[src/rtl/multicycle_control_if.sv]
// Bundles the instruction fields, memory handshake and datapath
// controls that the multicycle control FSM exchanges with its datapath.
interface multicycle_control_if;
    logic [6:0]  opcode;
    logic [2:0]  funct3;
    logic        funct7_b5;
    logic        zero;
    logic        mem_ready;

    logic        pc_write;
    logic        ir_write;
    logic        iord;
    logic        mem_read;
    logic        mem_write;
    logic        reg_write;
    logic        mem_to_reg;
    logic        pc_src;
    logic        alu_src_a;
    logic [1:0]  alu_src_b;
    logic [3:0]  alu_op;
    logic [3:0]  state;
    logic        trap;
    logic [31:0] retired;

    // Controller side.
    modport slave (
        input  opcode, funct3, funct7_b5, zero, mem_ready,
        output pc_write, ir_write, iord, mem_read, mem_write, reg_write,
               mem_to_reg, pc_src, alu_src_a, alu_src_b, alu_op,
               state, trap, retired
    );

    // Datapath side.
    modport master (
        output opcode, funct3, funct7_b5, zero, mem_ready,
        input  pc_write, ir_write, iord, mem_read, mem_write, reg_write,
               mem_to_reg, pc_src, alu_src_a, alu_src_b, alu_op,
               state, trap, retired
    );
endinterface

[src/rtl/multicycle_control.sv]
// Multicycle RV-subset control FSM: fetch/decode/execute sequencing for
// R-type add/sub/and/or, ld, sd and beq, with a sticky illegal-instruction
// trap and a retired-instruction counter.
module multicycle_control (
    input  logic                 clk,
    input  logic                 reset,
    multicycle_control_if.slave  bus
);
    typedef enum logic [3:0] {
        S_FETCH  = 4'd0,
        S_DECODE = 4'd1,
        S_EXEC_R = 4'd2,
        S_ADDR   = 4'd3,
        S_BRANCH = 4'd4,
        S_MEM_RD = 4'd5,
        S_MEM_WR = 4'd6,
        S_WB_R   = 4'd7,
        S_WB_LD  = 4'd8,
        S_TRAP   = 4'd9
    } state_t;

    localparam logic [3:0] ALU_ADD = 4'b0010;
    localparam logic [3:0] ALU_SUB = 4'b0110;
    localparam logic [3:0] ALU_AND = 4'b0000;
    localparam logic [3:0] ALU_OR  = 4'b0001;

    localparam logic [6:0] OP_RTYPE  = 7'b0110011;
    localparam logic [6:0] OP_LOAD   = 7'b0000011;
    localparam logic [6:0] OP_STORE  = 7'b0100011;
    localparam logic [6:0] OP_BRANCH = 7'b1100011;

    state_t      state_r;
    state_t      next_state_s;
    logic        trap_r;
    logic [31:0] retired_r;
    logic        retire_s;
    logic        rtype_ok_s;
    logic [3:0]  rtype_op_s;

    logic        pc_write_s, ir_write_s, iord_s, mem_read_s, mem_write_s;
    logic        reg_write_s, mem_to_reg_s, pc_src_s, alu_src_a_s;
    logic [1:0]  alu_src_b_s;
    logic [3:0]  alu_op_s;

    // R-type funct3/funct7 decode into an ALU operation and a legality flag.
    always_comb begin
        rtype_ok_s = 1'b1;
        rtype_op_s = ALU_ADD;
        case (bus.funct3)
            3'b000:  rtype_op_s = bus.funct7_b5 ? ALU_SUB : ALU_ADD;
            3'b111:  rtype_op_s = ALU_AND;
            3'b110:  rtype_op_s = ALU_OR;
            default: begin
                rtype_ok_s = 1'b0;
                rtype_op_s = 4'b0000;
            end
        endcase
    end

    // Next-state selection; undefined state codes fall into TRAP.
    always_comb begin
        next_state_s = S_TRAP;
        case (state_r)
            S_FETCH: begin
                if (bus.mem_ready) next_state_s = S_DECODE;
                else               next_state_s = S_FETCH;
            end
            S_DECODE: begin
                if (bus.opcode == OP_RTYPE)
                    next_state_s = S_EXEC_R;
                else if ((bus.opcode == OP_LOAD) && (bus.funct3 == 3'b011))
                    next_state_s = S_ADDR;
                else if ((bus.opcode == OP_STORE) && (bus.funct3 == 3'b011))
                    next_state_s = S_ADDR;
                else if ((bus.opcode == OP_BRANCH) && (bus.funct3 == 3'b000))
                    next_state_s = S_BRANCH;
                else
                    next_state_s = S_TRAP;
            end
            S_EXEC_R: begin
                if (rtype_ok_s) next_state_s = S_WB_R;
                else            next_state_s = S_TRAP;
            end
            S_ADDR: begin
                if (bus.opcode == OP_LOAD) next_state_s = S_MEM_RD;
                else                       next_state_s = S_MEM_WR;
            end
            S_MEM_RD: begin
                if (bus.mem_ready) next_state_s = S_WB_LD;
                else               next_state_s = S_MEM_RD;
            end
            S_MEM_WR: begin
                if (bus.mem_ready) next_state_s = S_FETCH;
                else               next_state_s = S_MEM_WR;
            end
            S_WB_R:   next_state_s = S_FETCH;
            S_WB_LD:  next_state_s = S_FETCH;
            S_BRANCH: next_state_s = S_FETCH;
            S_TRAP:   next_state_s = S_TRAP;
            default:  next_state_s = S_TRAP;
        endcase
    end

    // An instruction completes on the edge that leaves its final state.
    assign retire_s = (state_r == S_WB_R) || (state_r == S_WB_LD) ||
                      (state_r == S_BRANCH) ||
                      ((state_r == S_MEM_WR) && bus.mem_ready);

    // State register, sticky trap flag and wrapping retire counter.
    always_ff @(posedge clk or negedge reset) begin
        if (!reset) begin
            state_r   <= S_FETCH;
            trap_r    <= 1'b0;
            retired_r <= 32'd0;
        end else begin
            state_r <= next_state_s;
            if (next_state_s == S_TRAP) trap_r <= 1'b1;
            else                        trap_r <= trap_r;
            if (retire_s) retired_r <= retired_r + 32'd1;
            else          retired_r <= retired_r;
        end
    end

    // Datapath controls decoded from the state register. Reset also gates
    // them so nothing is requested while held in reset (the state register
    // already sits at FETCH) and an in-flight access aborts at once.
    always_comb begin
        pc_write_s   = 1'b0;
        ir_write_s   = 1'b0;
        iord_s       = 1'b0;
        mem_read_s   = 1'b0;
        mem_write_s  = 1'b0;
        reg_write_s  = 1'b0;
        mem_to_reg_s = 1'b0;
        pc_src_s     = 1'b0;
        alu_src_a_s  = 1'b0;
        alu_src_b_s  = 2'b00;
        alu_op_s     = 4'b0000;
        if (reset == 1'b0) begin
            mem_read_s = 1'b0;
        end else begin
            case (state_r)
                S_FETCH: begin
                    mem_read_s  = 1'b1;
                    alu_src_b_s = 2'b01;
                    alu_op_s    = ALU_ADD;
                    ir_write_s  = bus.mem_ready;
                    pc_write_s  = bus.mem_ready;
                end
                S_DECODE: begin
                    alu_src_b_s = 2'b10;
                    alu_op_s    = ALU_ADD;
                end
                S_EXEC_R: begin
                    alu_src_a_s = 1'b1;
                    alu_op_s    = rtype_op_s;
                end
                S_ADDR: begin
                    alu_src_a_s = 1'b1;
                    alu_src_b_s = 2'b10;
                    alu_op_s    = ALU_ADD;
                end
                S_BRANCH: begin
                    alu_src_a_s = 1'b1;
                    alu_op_s    = ALU_SUB;
                    pc_src_s    = 1'b1;
                    pc_write_s  = bus.zero;
                end
                S_MEM_RD: begin
                    iord_s     = 1'b1;
                    mem_read_s = 1'b1;
                end
                S_MEM_WR: begin
                    iord_s      = 1'b1;
                    mem_write_s = 1'b1;
                end
                S_WB_R: begin
                    reg_write_s = 1'b1;
                end
                S_WB_LD: begin
                    reg_write_s  = 1'b1;
                    mem_to_reg_s = 1'b1;
                end
                default: begin
                    mem_read_s = 1'b0;
                end
            endcase
        end
    end

    assign bus.pc_write   = pc_write_s;
    assign bus.ir_write   = ir_write_s;
    assign bus.iord       = iord_s;
    assign bus.mem_read   = mem_read_s;
    assign bus.mem_write  = mem_write_s;
    assign bus.reg_write  = reg_write_s;
    assign bus.mem_to_reg = mem_to_reg_s;
    assign bus.pc_src     = pc_src_s;
    assign bus.alu_src_a  = alu_src_a_s;
    assign bus.alu_src_b  = alu_src_b_s;
    assign bus.alu_op     = alu_op_s;
    assign bus.state      = state_r;
    assign bus.trap       = trap_r;
    assign bus.retired    = retired_r;
endmodule

[src/flat_wrapper.sv]
// flat-port wrapper written by rule: the top's interface ports become plain ports
module multicycle_control_flat 
  (clk, reset, bus_opcode, bus_funct3, bus_funct7_b5, bus_zero, bus_mem_ready, bus_pc_write, bus_ir_write, bus_iord, bus_mem_read, bus_mem_write, bus_reg_write, bus_mem_to_reg, bus_pc_src, bus_alu_src_a, bus_alu_src_b, bus_alu_op, bus_state, bus_trap, bus_retired);
  multicycle_control_if bus_i ();
  input  logic clk;
  input  logic reset;
  input wire logic [$bits(bus_i.opcode)-1:0] bus_opcode;
  input wire logic [$bits(bus_i.funct3)-1:0] bus_funct3;
  input wire logic [$bits(bus_i.funct7_b5)-1:0] bus_funct7_b5;
  input wire logic [$bits(bus_i.zero)-1:0] bus_zero;
  input wire logic [$bits(bus_i.mem_ready)-1:0] bus_mem_ready;
  output wire logic [$bits(bus_i.pc_write)-1:0] bus_pc_write;
  output wire logic [$bits(bus_i.ir_write)-1:0] bus_ir_write;
  output wire logic [$bits(bus_i.iord)-1:0] bus_iord;
  output wire logic [$bits(bus_i.mem_read)-1:0] bus_mem_read;
  output wire logic [$bits(bus_i.mem_write)-1:0] bus_mem_write;
  output wire logic [$bits(bus_i.reg_write)-1:0] bus_reg_write;
  output wire logic [$bits(bus_i.mem_to_reg)-1:0] bus_mem_to_reg;
  output wire logic [$bits(bus_i.pc_src)-1:0] bus_pc_src;
  output wire logic [$bits(bus_i.alu_src_a)-1:0] bus_alu_src_a;
  output wire logic [$bits(bus_i.alu_src_b)-1:0] bus_alu_src_b;
  output wire logic [$bits(bus_i.alu_op)-1:0] bus_alu_op;
  output wire logic [$bits(bus_i.state)-1:0] bus_state;
  output wire logic [$bits(bus_i.trap)-1:0] bus_trap;
  output wire logic [$bits(bus_i.retired)-1:0] bus_retired;
  assign bus_i.opcode = bus_opcode;
  assign bus_i.funct3 = bus_funct3;
  assign bus_i.funct7_b5 = bus_funct7_b5;
  assign bus_i.zero = bus_zero;
  assign bus_i.mem_ready = bus_mem_ready;
  assign bus_pc_write = bus_i.pc_write;
  assign bus_ir_write = bus_i.ir_write;
  assign bus_iord = bus_i.iord;
  assign bus_mem_read = bus_i.mem_read;
  assign bus_mem_write = bus_i.mem_write;
  assign bus_reg_write = bus_i.reg_write;
  assign bus_mem_to_reg = bus_i.mem_to_reg;
  assign bus_pc_src = bus_i.pc_src;
  assign bus_alu_src_a = bus_i.alu_src_a;
  assign bus_alu_src_b = bus_i.alu_src_b;
  assign bus_alu_op = bus_i.alu_op;
  assign bus_state = bus_i.state;
  assign bus_trap = bus_i.trap;
  assign bus_retired = bus_i.retired;
  multicycle_control u_core (.clk(clk), .reset(reset), .bus(bus_i));
endmodule
[config.mk]
export PLATFORM = sky130hd
export DESIGN_NAME = multicycle_control_flat
export DESIGN_NICKNAME = d
export VERILOG_FILES = /design/src/rtl/multicycle_control_if.sv /design/src/rtl/multicycle_control.sv /design/src/flat_wrapper.sv
export SDC_FILE = /design/constraint.sdc
export NUM_CORES = 1
export LEC_CHECK = 0
export ABC_AREA = 1
export BUFFER_PORTS_ARGS = -buffer_cell sky130_fd_sc_hd__buf_4
export CAP_MARGIN = 15
export CORE_MARGIN = 2
export CORE_UTILIZATION = 49
export CTS_CLUSTER_DIAMETER = 100
export CTS_CLUSTER_SIZE = 30
export DETAILED_ROUTE_END_ITERATION = 10
export GPL_ROUTABILITY_DRIVEN = 0
export PLACE_DENSITY = 0.75
export REMOVE_ABC_BUFFERS = 1
export SYNTH_ARGS = -nofsm -noshare
export SYNTH_HDL_FRONTEND = slang
export SYNTH_SLANG_ARGS = --single-unit
[constraint.sdc]
create_clock -name clk -period 1.4 [get_ports clk]
set_input_delay 0.07 -clock clk [delete_from_list [all_inputs] [get_ports clk]]
set_output_delay 0.07 -clock clk [all_outputs]
set_load 0.005 [all_outputs]
# [Word level (Yosys, flattened, before mapping)]
# Cells that the tools add are included.
[classes] addsub=1 n_mul=0 div=0 n_lt_le_gt_ge=0 eq_ne=16 shifts=0 muxes=35 bitwise=0 n_reduce_logical=17
[op_table] cell="$add A32 B1 Y32 const B" count=1
[op_table] cell="$mux W4" count=7
[op_table] cell="$pmux W4 S7" count=1
[op_table] cell="$mux W1" count=19
[op_table] cell="$eq A4 B3 Y1 const B" count=4
[op_table] cell="$eq A7 B6 Y1 const B" count=2
[op_table] cell="$pmux W4 S3" count=1
[op_table] cell="$reduce_or A3 Y1" count=4
[op_table] cell="$eq A4 B2 Y1 const B" count=2
[op_table] cell="$eq A4 B4 Y1 const B" count=2
[op_table] cell="$pmux W4 S2" count=1
[op_table] cell="$reduce_or A2 Y1" count=4
[op_table] cell="$eq A7 B2 Y1 const B" count=1
[op_table] cell="$eq A7 B7 Y1 const B" count=1
[op_table] cell="$eq A3 B3 Y1 const B" count=2
[op_table] cell="$mux W3" count=2
[op_table] cell="$eq A4 B1 Y1 const B" count=1
[op_table] cell="$logic_and A1 B1 Y1" count=4
[op_table] cell="$logic_not A4 Y1" count=1
[op_table] cell="$mux W2" count=2
[op_table] cell="$pmux W2 S2" count=1
[op_table] cell="$eq A3 B2 Y1 const B" count=1
[op_table] cell="$logic_not A3 Y1" count=1
[op_table] cell="$logic_or A1 B1 Y1" count=3
[op_table] cell="$pmux W1 S2" count=1
[totals] regBits=37 latchBits=0 mem_bits_rw=0 romBits=0 in_bits=15 out_inout_bits=52 wordCells=72 mem_count=0

# [Logic depth before layout (Yosys ltp)]
[depth] depth_word=8 mapped_depth=10 ltp_nobuf=10

# [Least setup slack after synthesis]
# Ideal clock, no wire load.
[synth_path] path_kind="flip-flop to flip-flop" from="register u_core.retired_r[0], in the netlist u_core.bus.retired[0]" to="register u_core.retired_r[28], in the netlist u_core.bus.retired[28]" setup_ns=0.117 t_arrival_ns=1.413 required_time_ns=1.283 path_slack_ns=-0.129 path_stages_with_launch=11 n_path_buf=0 synth_period_minus_slack_ns=1.529 path_cell_list="dfrtp_1 -> ha_1 -> inv_2 -> nor2_4 -> inv_2 -> nor2_2 -> nand2_1 -> nand2_1 -> nand2_1 -> nand2_1 -> nand2_1"
[synth_via] elab_chain_len=1
[synth_rtl] element="start, declared" line_no="multicycle_control.sv:35" rtl="logic [31:0] retired_r;"
[synth_rtl] element="start signal, assigned" line_no="multicycle_control.sv:119" rtl="if (retire_s) retired_r <= retired_r + 32'd1;"
[synth_rtl] element="start signal, assigned" line_no="multicycle_control.sv:120" rtl="else retired_r <= retired_r;"
[synth_rtl] element="$add A32 B1 Y32" line_no="multicycle_control.sv:119"
# No other way between the ends.
# A chain may end at the register's enable or synchronous reset.

# [Final worst setup path]
[layout_path] from="register u_core.state_r[0], in the netlist u_core.bus.state[0]" to="output port bus_alu_op[1]"
[layout_via] elab_chain_len=4 elab_cells_between_ends=8
[layout_rtl] element="start, declared" line_no="multicycle_control.sv:32" rtl="state_t state_r;"
[layout_rtl] element="start signal, assigned" line_no="multicycle_control.sv:116" rtl="state_r <= next_state_s;"
[layout_rtl] element="$eq A4 B1 Y1, or another cell as far along" line_no="multicycle_control.sv:142" rtl="case (state_r)"
[layout_rtl] element="$reduce_or A3 Y1 (no source line)"
[layout_rtl] element="$pmux W4 S3 *" line_no="multicycle_control.sv:142"
[layout_rtl] element="$mux W4 *" line_no="multicycle_control.sv:139" rtl="if (reset == 1'b0) begin"
[layout_rtl] element="end, declared" line_no="flat_wrapper.sv:22" rtl="output wire logic [$bits(bus_i.alu_op)-1:0] bus_alu_op;"
# Every way passes the cells marked *; elsewhere a longest branch is shown, timed or not.

==> results list <==
* Number of flops mapped to enable cells by yosys: 0
* Non-Filler Cell Area, Final: 4200 um^2
- TritonCTS built the clock tree.
* Vias after detailed routing: roughly 3,300
- Number of CTS-inserted buffers: 5
* Setup repair after global routing missed its margin: true
* Highest achievable clock rate: roughly 600 MHz
- After legalization and detailed placement, the total HPWL measured roughly 6000 um.
- The hold violation count in the final report is 0.
- Static leakage: ~2.1 nW
- Hold timing on the final database bottoms out at a slack of roughly 0.18 ns.
* Combined area of the multi-input logic cells: between 1500 and 2000 um^2
- Routed wirelength normalized by instance count: 14.7 um
- Once routing completed, OpenROAD measured the worst setup slack at -0.259 ns.
- Of all flip-flops after synthesis, the portion carrying an async set or reset was between 90% and 100%.
- Clock root buffer: sky130_fd_sc_hd__clkbuf_8
* Register area share after synthesis: between 30 and 40%
* Number of violations reported at the end of detailed-routing iteration 0: approximately 250
* Kind of end point of the critical path: output port
- Final Slew Violations: 0
- Number of antenna violations at the first check in global routing: 0
- YS warnings: 0
* Worst Path Arrival: 1.59 ns
- The count of cells in the finished layout, fillers not included, comes to 639.
- Initial Util: 50.3%
* Type of origin of the critical path: flop
- The number of antenna diodes in the final layout is 0.
- Worst path required time: 1.33 ns
- Area of the die: 6200 um^2
- Measured in cells, the most critical reg-to-reg path has a length of 8.
- In the final design database the tool counted a little under 600 nets.
- Clock-pin slew was measured on the worst setup and hold paths at 0.07 ns.
- Row generation in the floorplan step produced 27 rows.
* Top-level I/O count: 67
- Synth Flop Type: sky130_fd_sc_hd__dfrtp_1
* Max_cap viols: 0
- Setup violations remaining at the end of the flow were counted as 46.
* Worst voltage drop across the vdd grid: 1.04 mV
- In the routed design, unresolved DRC markers number 0.
- Worst setup path category: reg2out
- Dividing the detail-routed via count by the number of cells gives 5.16.
- The count of nets left with antenna violations once routing finished came out at 0.
- Number of fill cells: 381
- Ratio of final minimum period to clock period: 118%
* Mean instance size in the synthesized netlist: 6.31 um^2
* Maximum number of pins on one net before global-route repair: 38
* Share of cells above drive strength 1: 39.9%
* H-tree depth: 2
- Result of the run: finished with violations
* Placed cell area: around 3600 um^2
- Dividing total power by cell area gives a power density of 1180 nW/um^2.
- PortBufs: between 60 and 70
- Via count of the first global-routing pass: roughly 3,100
- Worst min path class: in2reg
* Synth cell types: 29
- Combined global-route utilization of all metal layers: 29.1%
- Synthesis handed over a netlist of approximately 430 instances.
- From synthesis to final layout, the design area changed by 53.4%.
- In this run the worst path has a maximum fanout of 5.
- The routed design has between 9000 and 10,000 um of wire.
- Dpl cells: 607
- After floorplanning, the core was sized to cover 5440 um^2.
- Cell area after technology mapping: between 2000 and 3000 um^2
- Final critical delay including setup and external delays: 1.66 ns
- Sinks on the clock net: 37
- Sequential Area: 933 um^2
- Max Buffers Root-to-Sink: 2
- Die boundary width: 78.7 um
- Worst setup skew after layout: 0.0119 ns
* Depth of the worst hold-timing path: 6
* Clock Latency Late Sink: around 0.30 ns
* Number of synthesized register bits: 37
* Remaining global-route overflow: 0
- The first TritonRoute pass finished after 5 iterations.
- Wire length of the first global-routing pass: 14,200 um
- The checks that failed: negative setup slack.
* Die extent in y: 78.7 um
critical path, cell delays in order (launching register included):
cell and delay, ns:
sky130_fd_sc_hd__dfrtp_1 0.42, sky130_fd_sc_hd__inv_4 0.13, sky130_fd_sc_hd__nand2_4 0.07, sky130_fd_sc_hd__buf_6 0.12
sky130_fd_sc_hd__nor2_4 0.11, sky130_fd_sc_hd__inv_1 0.07, sky130_fd_sc_hd__a31oi_1 0.22, sky130_fd_sc_hd__buf_4 0.15
final cells by class:
class,count,area share [%]
flip-flops and latches,37,22.2
repair buffers,132,25.8
multi-input cells,344,42.7
clock buffers,6,1.97
inverters,46,4.35
clock inverters,2,0.894
well taps,72,2.15
routing by layer:
metal	track usage, %	vias to the layer above	wire length (um)
li1	-	1578	-
met1	36.7	1529	3710
met2	51.4	157	4750
met3	4.09	33	611
met4	9.12	0	301
met5	0	-	0
timing repair:
action / CTS / global route
resized for setup: 41 / 48
pin swaps: 8 / 9
setup endpoints to repair: 38 / 51
hold buffers: 1 / 0
buffers inserted: 12 / 10
cloned: 0 / 1
hold endpoints to repair: 37 / 0
cell usage after synthesis, types with 4 or more instances:
cell type	count	area share [%]
sky130_fd_sc_hd__nor3_1	4	0.73
sky130_fd_sc_hd__nand2_1	185	25
sky130_fd_sc_hd__nand3_1	25	4.6
sky130_fd_sc_hd__xnor2_1	5	1.6
sky130_fd_sc_hd__nand2_2	11	2.5
sky130_fd_sc_hd__nor2_1	71	9.7
sky130_fd_sc_hd__o21ai_0	5	0.91
sky130_fd_sc_hd__inv_2	6	0.82
sky130_fd_sc_hd__nor2_4	8	3.3
sky130_fd_sc_hd__xor2_1	8	2.6
sky130_fd_sc_hd__dfrtp_1	37	34
sky130_fd_sc_hd__a21oi_1	4	0.73
sky130_fd_sc_hd__inv_1	40	5.5
registers in the layout, summed over array words and instances, names as in the netlist:
register	count
u_core.bus.retired	32
u_core.bus.state	4
u_core.bus.trap	1
placed cells by master (no fill, tap or decap), types with 3 or more instances in the layout:
master	count
sky130_fd_sc_hd__a21oi_2	3
sky130_fd_sc_hd__buf_4	116
sky130_fd_sc_hd__buf_6	12
sky130_fd_sc_hd__clkbuf_8	6
sky130_fd_sc_hd__dfrtp_1	31
sky130_fd_sc_hd__dfrtp_2	6
sky130_fd_sc_hd__inv_1	33
sky130_fd_sc_hd__inv_2	11
sky130_fd_sc_hd__nand2_1	171
sky130_fd_sc_hd__nand2_2	20
sky130_fd_sc_hd__nand2_4	8
sky130_fd_sc_hd__nand3_1	22
sky130_fd_sc_hd__nor2_1	54
sky130_fd_sc_hd__nor2_2	10
sky130_fd_sc_hd__nor2_4	18
sky130_fd_sc_hd__nor3_1	3
sky130_fd_sc_hd__o21ai_1	4
sky130_fd_sc_hd__xnor2_1	5
sky130_fd_sc_hd__xor2_1	8
logic make-up after synthesis:
group,count (synthesis),share of synthesized area (%)
simple gates,314,49.1
fa+ha+maj,1,0.457
xor+xnor,15,5.35
buf+inv,53,8.37
compound gates,13,2.79
other cells,1,0.137
flops,37,33.8
worst paths after layout:
kind / startpoint / end / slack, ns
max: u_core.bus.state[0] / bus_alu_op[1] / -0.26
min: bus_opcode[4] / u_core.bus.state[2] / 0.18
max reg2reg: u_core.bus.state[2] / u_core.bus.retired[2] / -0.17
min reg2reg: u_core.bus.trap / u_core.bus.trap / 0.48
max in group asynchronous: reset / u_core.bus.state[2] / 0.61
min in group asynchronous: reset / u_core.bus.retired[8] / 0.42
stage by stage:
stage / power [W] / setup WS [ns] / util (%) / setup TNS (ns)
floorplan: 0.00210 / -0.139 / - / -2.47
global placement: 0.00309 / 0.00545 / 66.3 / 0
detailed placement: 0.00312 / -0.0454 / 66.3 / -0.346
CTS: 0.00444 / -0.113 / 72.6 / -1.95
global route: 0.00517 / -0.276 / 77.2 / -7.68
finish: 0.00496 / -0.259 / 77.2 / -5.10
where the power goes:
part | switching [W] | internal [W] | total (W)
logic | 0.00132 | 0.00132 | 0.00264
clock network | 0.000425 | 0.000580 | 0.00100
registers | 0.000134 | 0.00117 | 0.00131
total | 0.00188 | 0.00307 | 0.00496
Note: power is estimated with default switching activity, not from simulation.
